<file path="src/rtl/alu_result_queue_pkg.sv">
// Shared definitions for the ALU result queue: default result width and the
// packed entry layout {dzf, zf, sf, r[RW-1:0]}.
package alu_result_queue_pkg;

  localparam int RW_DEF = 5;

  // Flag bit offsets above the result field within a packed entry.
  localparam int SF_OFS  = 0;
  localparam int ZF_OFS  = 1;
  localparam int DZF_OFS = 2;
  localparam int FLAG_W  = 3;

  function automatic int entry_w(input int rw);
    return rw + FLAG_W;
  endfunction

endpackage

</file>
<file path="src/rtl/alu_result_queue_sm_canon.sv">
// Combinational canonicaliser for sign-magnitude results: builds the stored
// entry and flags disagreement between upstream and recomputed SF/ZF.
module sm_canon
  import alu_result_queue_pkg::*;
#(
  parameter int RW = RW_DEF
) (
  input  logic [RW-1:0]        in_r,
  input  logic                 in_sf,
  input  logic                 in_zf,
  input  logic                 in_dzf,
  output logic [RW+FLAG_W-1:0] entry,
  output logic                 mismatch
);

  logic [RW-2:0] mag;
  logic          neg;
  logic          mag_zero;

  assign mag      = in_r[RW-2:0];
  assign neg      = in_r[RW-1];
  assign mag_zero = (mag == '0);

  always_comb begin
    entry    = '0;
    mismatch = 1'b0;
    if (in_dzf) begin
      entry[RW+DZF_OFS] = 1'b1;
    end else if (mag_zero) begin
      // Negative zero arriving with SF=1 is accepted as consistent.
      entry[RW+ZF_OFS] = 1'b1;
      mismatch         = !in_zf || (in_sf && !neg);
    end else begin
      entry[RW-1:0]     = in_r;
      entry[RW+SF_OFS]  = neg;
      mismatch          = (in_sf != neg) || in_zf;
    end
  end

endmodule

</file>
<file path="src/rtl/alu_result_queue.sv">
// First-word-fall-through result FIFO behind the mul/div units; stores
// canonical entries and presents sign-magnitude and two's-complement forms.
module alu_result_queue
  import alu_result_queue_pkg::*;
#(
  parameter int DEPTH = 4,
  parameter int RW    = RW_DEF
) (
  input  logic                     clk,
  input  logic                     rst_n,
  input  logic                     in_valid,
  output logic                     in_ready,
  input  logic [RW-1:0]            in_r,
  input  logic                     in_sf,
  input  logic                     in_zf,
  input  logic                     in_dzf,
  output logic                     out_valid,
  input  logic                     out_ready,
  output logic [RW-1:0]            out_r,
  output logic [RW-1:0]            out_tc,
  output logic                     out_sf,
  output logic                     out_zf,
  output logic                     out_dzf,
  output logic [$clog2(DEPTH):0]   count,
  input  logic                     clr_sticky,
  output logic                     sticky_dzf,
  output logic                     flag_err
);

  localparam int             AW   = $clog2(DEPTH);
  localparam int             EW   = entry_w(RW);
  localparam logic [AW:0]    FULL = (AW+1)'(DEPTH);

  logic [EW-1:0] mem [DEPTH];
  logic [AW-1:0] wptr;
  logic [AW-1:0] rptr;
  logic [EW-1:0] canon;
  logic [EW-1:0] head;
  logic [RW-1:0] mag_ext;
  logic          mismatch;
  logic          push;
  logic          pop;

  sm_canon #(.RW(RW)) u_canon (
    .in_r     (in_r),
    .in_sf    (in_sf),
    .in_zf    (in_zf),
    .in_dzf   (in_dzf),
    .entry    (canon),
    .mismatch (mismatch)
  );

  // Handshake: a beat transfers on a side exactly when valid && ready are both
  // high at the rising edge; valid never waits on ready. A full queue still
  // accepts when the head is popped in the same cycle.
  assign out_valid = (count != '0);
  assign pop       = out_valid && out_ready;
  assign in_ready  = (count != FULL) || pop;
  assign push      = in_valid && in_ready;

  always_ff @(posedge clk or negedge rst_n) begin
    if (!rst_n) begin
      for (int i = 0; i < DEPTH; i++) mem[i] <= '0;
      wptr       <= '0;
      rptr       <= '0;
      count      <= '0;
      sticky_dzf <= 1'b0;
      flag_err   <= 1'b0;
    end else begin
      if (push) begin
        mem[wptr] <= canon;
        wptr      <= wptr + AW'(1);
      end
      if (pop) rptr <= rptr + AW'(1);
      case ({push, pop})
        2'b10:   count <= count + (AW+1)'(1);
        2'b01:   count <= count - (AW+1)'(1);
        default: count <= count;
      endcase
      // A same-cycle set wins over the clear.
      if (push && in_dzf)        sticky_dzf <= 1'b1;
      else if (clr_sticky)       sticky_dzf <= 1'b0;
      if (push && mismatch)      flag_err   <= 1'b1;
      else if (clr_sticky)       flag_err   <= 1'b0;
    end
  end

  assign head    = mem[rptr];
  assign out_r   = head[RW-1:0];
  assign out_sf  = head[RW+SF_OFS];
  assign out_zf  = head[RW+ZF_OFS];
  assign out_dzf = head[RW+DZF_OFS];

  assign mag_ext = {1'b0, out_r[RW-2:0]};
  assign out_tc  = out_r[RW-1] ? -mag_ext : mag_ext;

endmodule
</file>
<file path="config.mk">
export PLATFORM = sky130hd
export DESIGN_NAME = alu_result_queue
export DESIGN_NICKNAME = d
export VERILOG_FILES = /design/src/rtl/alu_result_queue_pkg.sv /design/src/rtl/alu_result_queue_sm_canon.sv /design/src/rtl/alu_result_queue.sv
export SDC_FILE = /design/constraint.sdc
export NUM_CORES = 1
export LEC_CHECK = 0
export CORE_ASPECT_RATIO = 0.8
export CORE_MARGIN = 2
export CORE_UTILIZATION = 42
export CTS_CLUSTER_DIAMETER = 200
export DETAILED_ROUTE_END_ITERATION = 12
export GPL_TIMING_DRIVEN = 0
export PLACE_DENSITY = 0.77
export SYNTH_ARGS = -nofsm -noshare
export SYNTH_HDL_FRONTEND = slang
export SYNTH_HIERARCHICAL = 1
export SYNTH_SLANG_ARGS = --single-unit
export TNS_END_PERCENT = 10
</file>
<file path="constraint.sdc">
create_clock -name clk -period 1.9 [get_ports clk]
set_input_delay 0.38 -clock clk [delete_from_list [all_inputs] [get_ports clk]]
set_output_delay 0.38 -clock clk [all_outputs]
set_load 0.02 [all_outputs]
</file>
=== Word level (Yosys, flattened, before mapping) ===
Cells that the tools add are included.

* Output and inout bits: 20
* Bits of input ports: 13
* Bits in registers: 41
* Logic and storage cells: 56

* Multiplexer cells: 17
* Bitwise gates (word level): 2
* Reduce and logical (&&, ||, !) cells: 16
* $add $sub $neg: 5
* Equality and inequality tests: 4
* Magnitude comparators: 3

{| class="wikitable"
|+ Operator list
! operator !! count
|-
| $bwmux W32 || 1
|-
| $mux W8 || 3
|-
| $bmux W8 S2 || 1
|-
| $demux W8 S2 || 1
|-
| $mux W1 || 7
|-
| $mux W7 || 1
|-
| $ge A3 B3 Y1 const B || 2
|-
| $logic_and A1 B1 Y1 || 6
|-
| $mux W6 || 1
|-
| $not A2 Y3 || 2
|-
| $pmux W3 S2 || 1
|-
| $reduce_bool A2 Y1 || 3
|-
| $mux W5 || 1
|-
| $neg A4 Y5 || 1
|-
| $add A2 B1 Y2 const B || 2
|-
| $logic_not A4 Y1 || 1
|-
| $add A3 B1 Y3 const B || 1
|-
| $logic_or A1 B1 Y1 || 3
|-
| $lt A3 B1 Y1 const B || 1
|-
| $ne A3 B3 Y1 const B || 1
|-
| $reduce_bool A3 Y1 || 1
|-
| $sub A3 B1 Y3 const B || 1
|-
| $eq A2 B1 Y1 const B || 1
|-
| $eq A2 B2 Y1 const B || 1
|-
| other kinds (2) || 3
|}

=== Depth between registers and ports, before layout ===
* Word-level depth: 7
* Gate-level depth with buffers: 6
* Depth with buffers taken out: 6

=== Cells and area by module ===
The synthesis kept the hierarchy.

{| class="wikitable"
|+ By module, submodules not included
! module !! instances !! cells an instance !! sequential area each (um^2) !! area an instance (um^2)
|-
| alu_result_queue || 1 || 132 || 1,026.0 || 2,123.3
|-
| sm_canon || 1 || 14 || 0.0 || 108.9
|}

=== Worst setup path before layout ===
Ideal clock, no wire load.

* Path type: reg2out
* Start point: register rptr[1]
* End point: output port out_tc[2]
* Arrival: 1,761 ps
* Slack: -241 ps
* Buffers on the path: 1
* Data required time: 1,520 ps
* Cell stages (with the launch flop): 7
* Cell sequence: dfrtp_1 > clkbuf_1 > mux4_2 > inv_1 > ha_1 > nand2b_1 > xnor2_1

* Longest elaborated chain between the ends: 6

{| class="wikitable"
|+ Ends and longest elaborated chain
! what !! line !! source
|-
| start: declaration || alu_result_queue.sv:36 || <nowiki>logic [AW-1:0] rptr;</nowiki>
|-
| start signal: assignment || alu_result_queue.sv:74 || <nowiki>if (pop) rptr <= rptr + AW'(1);</nowiki>
|-
| $not A2 Y3 (implied by the code) || alu_result_queue.sv:88 || <nowiki>assign head = mem[rptr];</nowiki>
|-
| $bmux W8 S2 || alu_result_queue.sv:88 ||
|-
| $mux W8 (implied by the code) (2 in a row) || alu_result_queue.sv:88 ||
|-
| named net out_r[0] || alu_result_queue.sv:19 || <nowiki>output logic [RW-1:0] out_r,</nowiki>
|-
| $neg A4 Y5 || alu_result_queue.sv:95 || <nowiki>assign out_tc = out_r[RW-1] ? -mag_ext : mag_ext;</nowiki>
|-
| $mux W5 || alu_result_queue.sv:95 ||
|-
| end: declaration || alu_result_queue.sv:20 || <nowiki>output logic [RW-1:0] out_tc,</nowiki>
|}

The timed path passes the listed nets, and every way through them passes these cells. The select of a mux whose other input is x is not followed.

=== Worst setup path after layout ===
* Start point: register rptr[0]
* End point: output port out_tc[2]

* Longest elaborated chain between the ends: 6

{| class="wikitable"
|+ Ends and longest elaborated chain
! what !! line
|-
| $not A2 Y3 (implied by the code) (*) || alu_result_queue.sv:88
|-
| $bmux W8 S2 (*) || alu_result_queue.sv:88
|-
| $mux W8 (implied by the code) (*) (2 in a row) || alu_result_queue.sv:88
|-
| $neg A4 Y5 || alu_result_queue.sv:95
|-
| $mux W5 (*) || alu_result_queue.sv:95
|}

Mark *: on every way between the ends. The rest lies on a longest branch, timed or not. The select of a mux whose other input is x is not followed.

==> metrics.txt <==
# TYPE chip_impl_metric gauge
chip_impl_info{name="cpLargestDelayFamily",value="multiplexers"} 1
chip_impl_metric{name="synth.yosys.seq_area_share",unit="%"} 45.96
chip_impl_metric{name="route.vias.total",unit=""} 1330
chip_impl_metric{name="achievable-frequency",unit="MHz"} 422.3
chip_impl_metric{name="drive_gt1_share",unit="%"} 48.98
chip_impl_metric{name="yosys_warnings",unit=""} 6
chip_impl_metric{name="antennaDiodeCount",unit=""} 0
chip_impl_metric{name="cts-root-to-sink-buffers",unit=""} 2
chip_impl_metric{name="clock_pin_slew_of_the_registers_on_the_worst_case_setup_and_hold_paths",unit="ps"} 80
chip_impl_metric{name="layout.cell_area.non_filler",unit="mm2"} 0.002840
chip_impl_metric{name="synth_enable_flop_cells",unit=""} 0
chip_impl_info{name="timing.critical_path.to_type",value="output port"} 1
chip_impl_metric{name="detail_route.iter0.violations",unit=""} 50
chip_impl_metric{name="via_count_of_the_first_global_routing_pass",unit=""} 1481
chip_impl_info{name="clk_root_buffer_cell",value="sky130_fd_sc_hd__clkbuf_8"} 1
chip_impl_metric{name="report.final.setup_viol",unit=""} 13
chip_impl_metric{name="io_buffer_count",unit=""} 32
chip_impl_metric{name="core_area",unit="mm2"} 0.005065
chip_impl_metric{name="detail_route.first_pass.iterations",unit=""} 4
chip_impl_info{name="critical_path.cell_chain",value="buf_12 -> mux4_2 -> inv_2 -> ha_4 -> nand2b_4 -> xnor2_4 -> buf_6"} 1
chip_impl_metric{name="overflow",unit=""} 0
chip_impl_metric{name="grt_antenna_before_repair",unit=""} 0
chip_impl_info{name="violations",value="negative setup slack"} 1
chip_impl_metric{name="area_growth_syn_to_layout",unit="%"} 27.24
chip_impl_metric{name="detail-route-antenna-nets",unit=""} 0
chip_impl_metric{name="power_per_cell_area",unit="mW/mm2"} 1861
chip_impl_metric{name="post_synth_inst_count",unit=""} 146
chip_impl_metric{name="timing.final.crit_period",unit="ps"} 2368
chip_impl_metric{name="slowest_delay",unit="ps"} 560
chip_impl_metric{name="route.detailed.drc",unit=""} 0
chip_impl_metric{name="final_critical_path_setup_slack",unit="ps"} -468.0
chip_impl_metric{name="core.rowCount",unit=""} 23
chip_impl_metric{name="synth-seq-cells",unit=""} 41
chip_impl_metric{name="slew_headroom",unit="%"} 38.55
chip_impl_metric{name="floorplan.die_area",unit="mm2"} 0.005917
chip_impl_metric{name="worst_path_max_fanout",unit=""} 7
chip_impl_info{name="tritoncts",value="done"} 1
chip_impl_metric{name="max_slew.worst_pin.slew",unit="ps"} 921.8
chip_impl_metric{name="chipHeight",unit="um"} 69.21
chip_impl_info{name="outcome",value="complete, but fails checks"} 1
chip_impl_info{name="worst-setup-path-type",value="reg -> out"} 1
chip_impl_info{name="worst_hold_class",value="in -> async"} 1
chip_impl_metric{name="num-fill-cells",unit=""} 418
chip_impl_metric{name="critical_path.n_buffers_inverters",unit=""} 3
chip_impl_info{name="largest_area_contributor_in_the_synthesized_netlist",value="sky130_fd_sc_hd__dfrtp_1"} 1
chip_impl_metric{name="cts-htree-levels",unit=""} 2
chip_impl_metric{name="detail_route.vias_per_cell",unit=""} 5.155
chip_impl_metric{name="yosysUniqueCellTypes",unit=""} 31
chip_impl_metric{name="pleak",unit="uW"} 0.001383
chip_impl_info{name="timing.critical_path.from_type",value="flip-flop"} 1
chip_impl_metric{name="wl_per_cell",unit="um"} 17.24
chip_impl_info{name="rsz0062_at_grt",value="yes"} 1
chip_impl_metric{name="cap_violations",unit=""} 0
chip_impl_metric{name="async_reset_ff_share",unit="%"} 100.0
chip_impl_metric{name="cp_data_required_time",unit="ps"} 1520
chip_impl_metric{name="netlist.area_leader.share",unit="%"} 45.96
chip_impl_metric{name="synthesis.area_per_instance",unit="um2"} 15.29
chip_impl_metric{name="num-nets-final",unit=""} 215
chip_impl_metric{name="initial_utilization",unit="%"} 44.07
chip_impl_metric{name="post-route-period-util",unit="%"} 124.6
chip_impl_metric{name="postCtsHoldBufs",unit=""} 0
chip_impl_metric{name="mappedNetlistArea",unit="mm2"} 0.002232
chip_impl_metric{name="cts.sink_count",unit=""} 41
chip_impl_metric{name="detail_route.wirelength",unit="mm"} 4.447
chip_impl_metric{name="routabilityCongestion",unit=""} 0.7911
chip_impl_metric{name="slew_viol_final",unit=""} 0
chip_impl_metric{name="numCtsBuffers",unit=""} 5
chip_impl_metric{name="pre_cts_ws",unit="ps"} -724.1
chip_impl_metric{name="worst_ir_drop_vdd",unit="mV"} 1.492
chip_impl_metric{name="clk-insertion-delay-late",unit="ps"} 290
chip_impl_metric{name="die_width",unit="um"} 85.51
chip_impl_metric{name="design_power_total",unit="uW"} 5287
chip_impl_info{name="critPathSlowestCell",value="sky130_fd_sc_hd__mux4_2"} 1
chip_impl_info{name="synth_top_cells_by_area",value="sky130_fd_sc_hd__dfrtp_1, sky130_fd_sc_hd__mux2_4, sky130_fd_sc_hd__mux4_2"} 1
chip_impl_metric{name="placed_area",unit="mm2"} 0.002689
chip_impl_metric{name="fin_hold_viols",unit=""} 0
chip_impl_info{name="yosys_most_used_dff",value="sky130_fd_sc_hd__dfrtp_1"} 1
chip_impl_metric{name="clock_skew",unit="ps"} 8.022
chip_impl_metric{name="grt_max_degree",unit=""} 42
chip_impl_metric{name="numPlacedInstances",unit=""} 240
chip_impl_metric{name="wire_length_of_the_first_global_routing_pass",unit="mm"} 7.590
chip_impl_metric{name="hpwl",unit="mm"} 3.152
chip_impl_metric{name="final.hold.worst_slack",unit="ps"} 218.8
chip_impl_metric{name="grtUsageTotal",unit="%"} 16.53
chip_impl_metric{name="crit_arrival",unit="ps"} 1990
chip_impl_metric{name="mappedNetlistNets",unit=""} 166
chip_impl_metric{name="io_pins",unit=""} 33
chip_impl_metric{name="finalNonFillerCells",unit=""} 258
-- area by class of cell --
class | instances | area, um2 | area share [%]
buffer | 6 | 71.32 | 2.511
clock buffer | 6 | 72.57 | 2.555
clock inverter | 2 | 10.01 | 0.3524
inverter | 10 | 37.54 | 1.322
multi-input combinational | 89 | 1180 | 41.54
sequential | 41 | 1026 | 36.12
tap | 62 | 77.57 | 2.731
timing repair buffer | 42 | 365.4 | 12.86
-- registers in the layout, indices dropped and copies added (netlist names) --
register    flops
mem            32
rptr            2
wptr            2
sticky_dzf      1
flag_err        1
count           3
-- cell families after synthesis --
family	share of synthesized area, %
flops	45.96
xor+xnor	2.747
fa+ha+maj	4.260
buf+inv	4.092
compound gates	2.523
mux	30.49
simple gates	9.922
-- Yosys cell counts (all sizes together), types with 2 or more instances --
cell type / count
buf: 5
dfrtp: 41
ha: 6
inv: 10
mux2: 32
mux2i: 2
mux4: 8
nand2: 9
nor2b: 5
o21ai: 4
o31ai: 2
xnor2: 5
xor2: 2
-- stage by stage --
step | utilization (%) | TNS [ps]
after detailed placement | 53.09 | -15870
after global routing | 56.08 | -3941
after floorplan | - | -1689
after CTS | 55.88 | -3393
after global placement | 53.19 | -32440
final | 56.08 | -3391
-- power breakdown --
part	internal [uW]	switching [uW]	leakage, uW
Sequential	1220	226	0.000520
Combinational	1810	1470	0.000818
Clock	255	293	0.0000450
Total	3290	1990	0.00138
-- what timing repair did --
item	4_1_cts	5_1_grt
pin swaps	3	2
hold endpoints to repair	0	0
buffers inserted	8	2
setup endpoints to repair	47	24
resized for setup	65	4
-- cells in the final DEF (no fill, tap or decap), types with 5 or more instances in the layout --
cell,count
sky130_fd_sc_hd__dfrtp_1,41
sky130_fd_sc_hd__mux2_4,32
sky130_fd_sc_hd__clkdlybuf4s50_1,15
sky130_fd_sc_hd__buf_4,12
sky130_fd_sc_hd__inv_1,8
sky130_fd_sc_hd__mux4_2,8
sky130_fd_sc_hd__buf_6,8
sky130_fd_sc_hd__ha_1,5
sky130_fd_sc_hd__clkbuf_8,5
sky130_fd_sc_hd__buf_2,5
sky130_fd_sc_hd__nor2b_1,5
-- worst paths after layout --
check	depth (start not counted)	start	end	slack (ps)
min in group clk	1	mem[10]	mem[10]	510
max in group asynchronous	1	rst_n	mem[7]	1100
max reg2reg	5	count[0]	mem[31]	60
max	7	rptr[0]	out_tc[2]	-470
min	1	rst_n	mem[27]	220
min reg2reg	1	mem[10]	mem[10]	510
-- worst register-to-register path: stages, from the launching register on --
cell,delay [ps]
sky130_fd_sc_hd__dfrtp_1,420
sky130_fd_sc_hd__or4b_4,550
sky130_fd_sc_hd__and2_4,160
sky130_fd_sc_hd__buf_12,150
sky130_fd_sc_hd__nand2_8,140
sky130_fd_sc_hd__mux2_4,320
-- metal layers --
metal / vias up / share of wire (%) / global-route usage, %
li1: 607 / - / -
met1: 685 / 46 / 22.62
met2: 32 / 50 / 27.00
met3: 6 / 3.5 / 3.333
met4: 0 / 0.90 / 4.233
met5: - / 0 / 0
No activity file was read; power rests on OpenSTA's default activity.
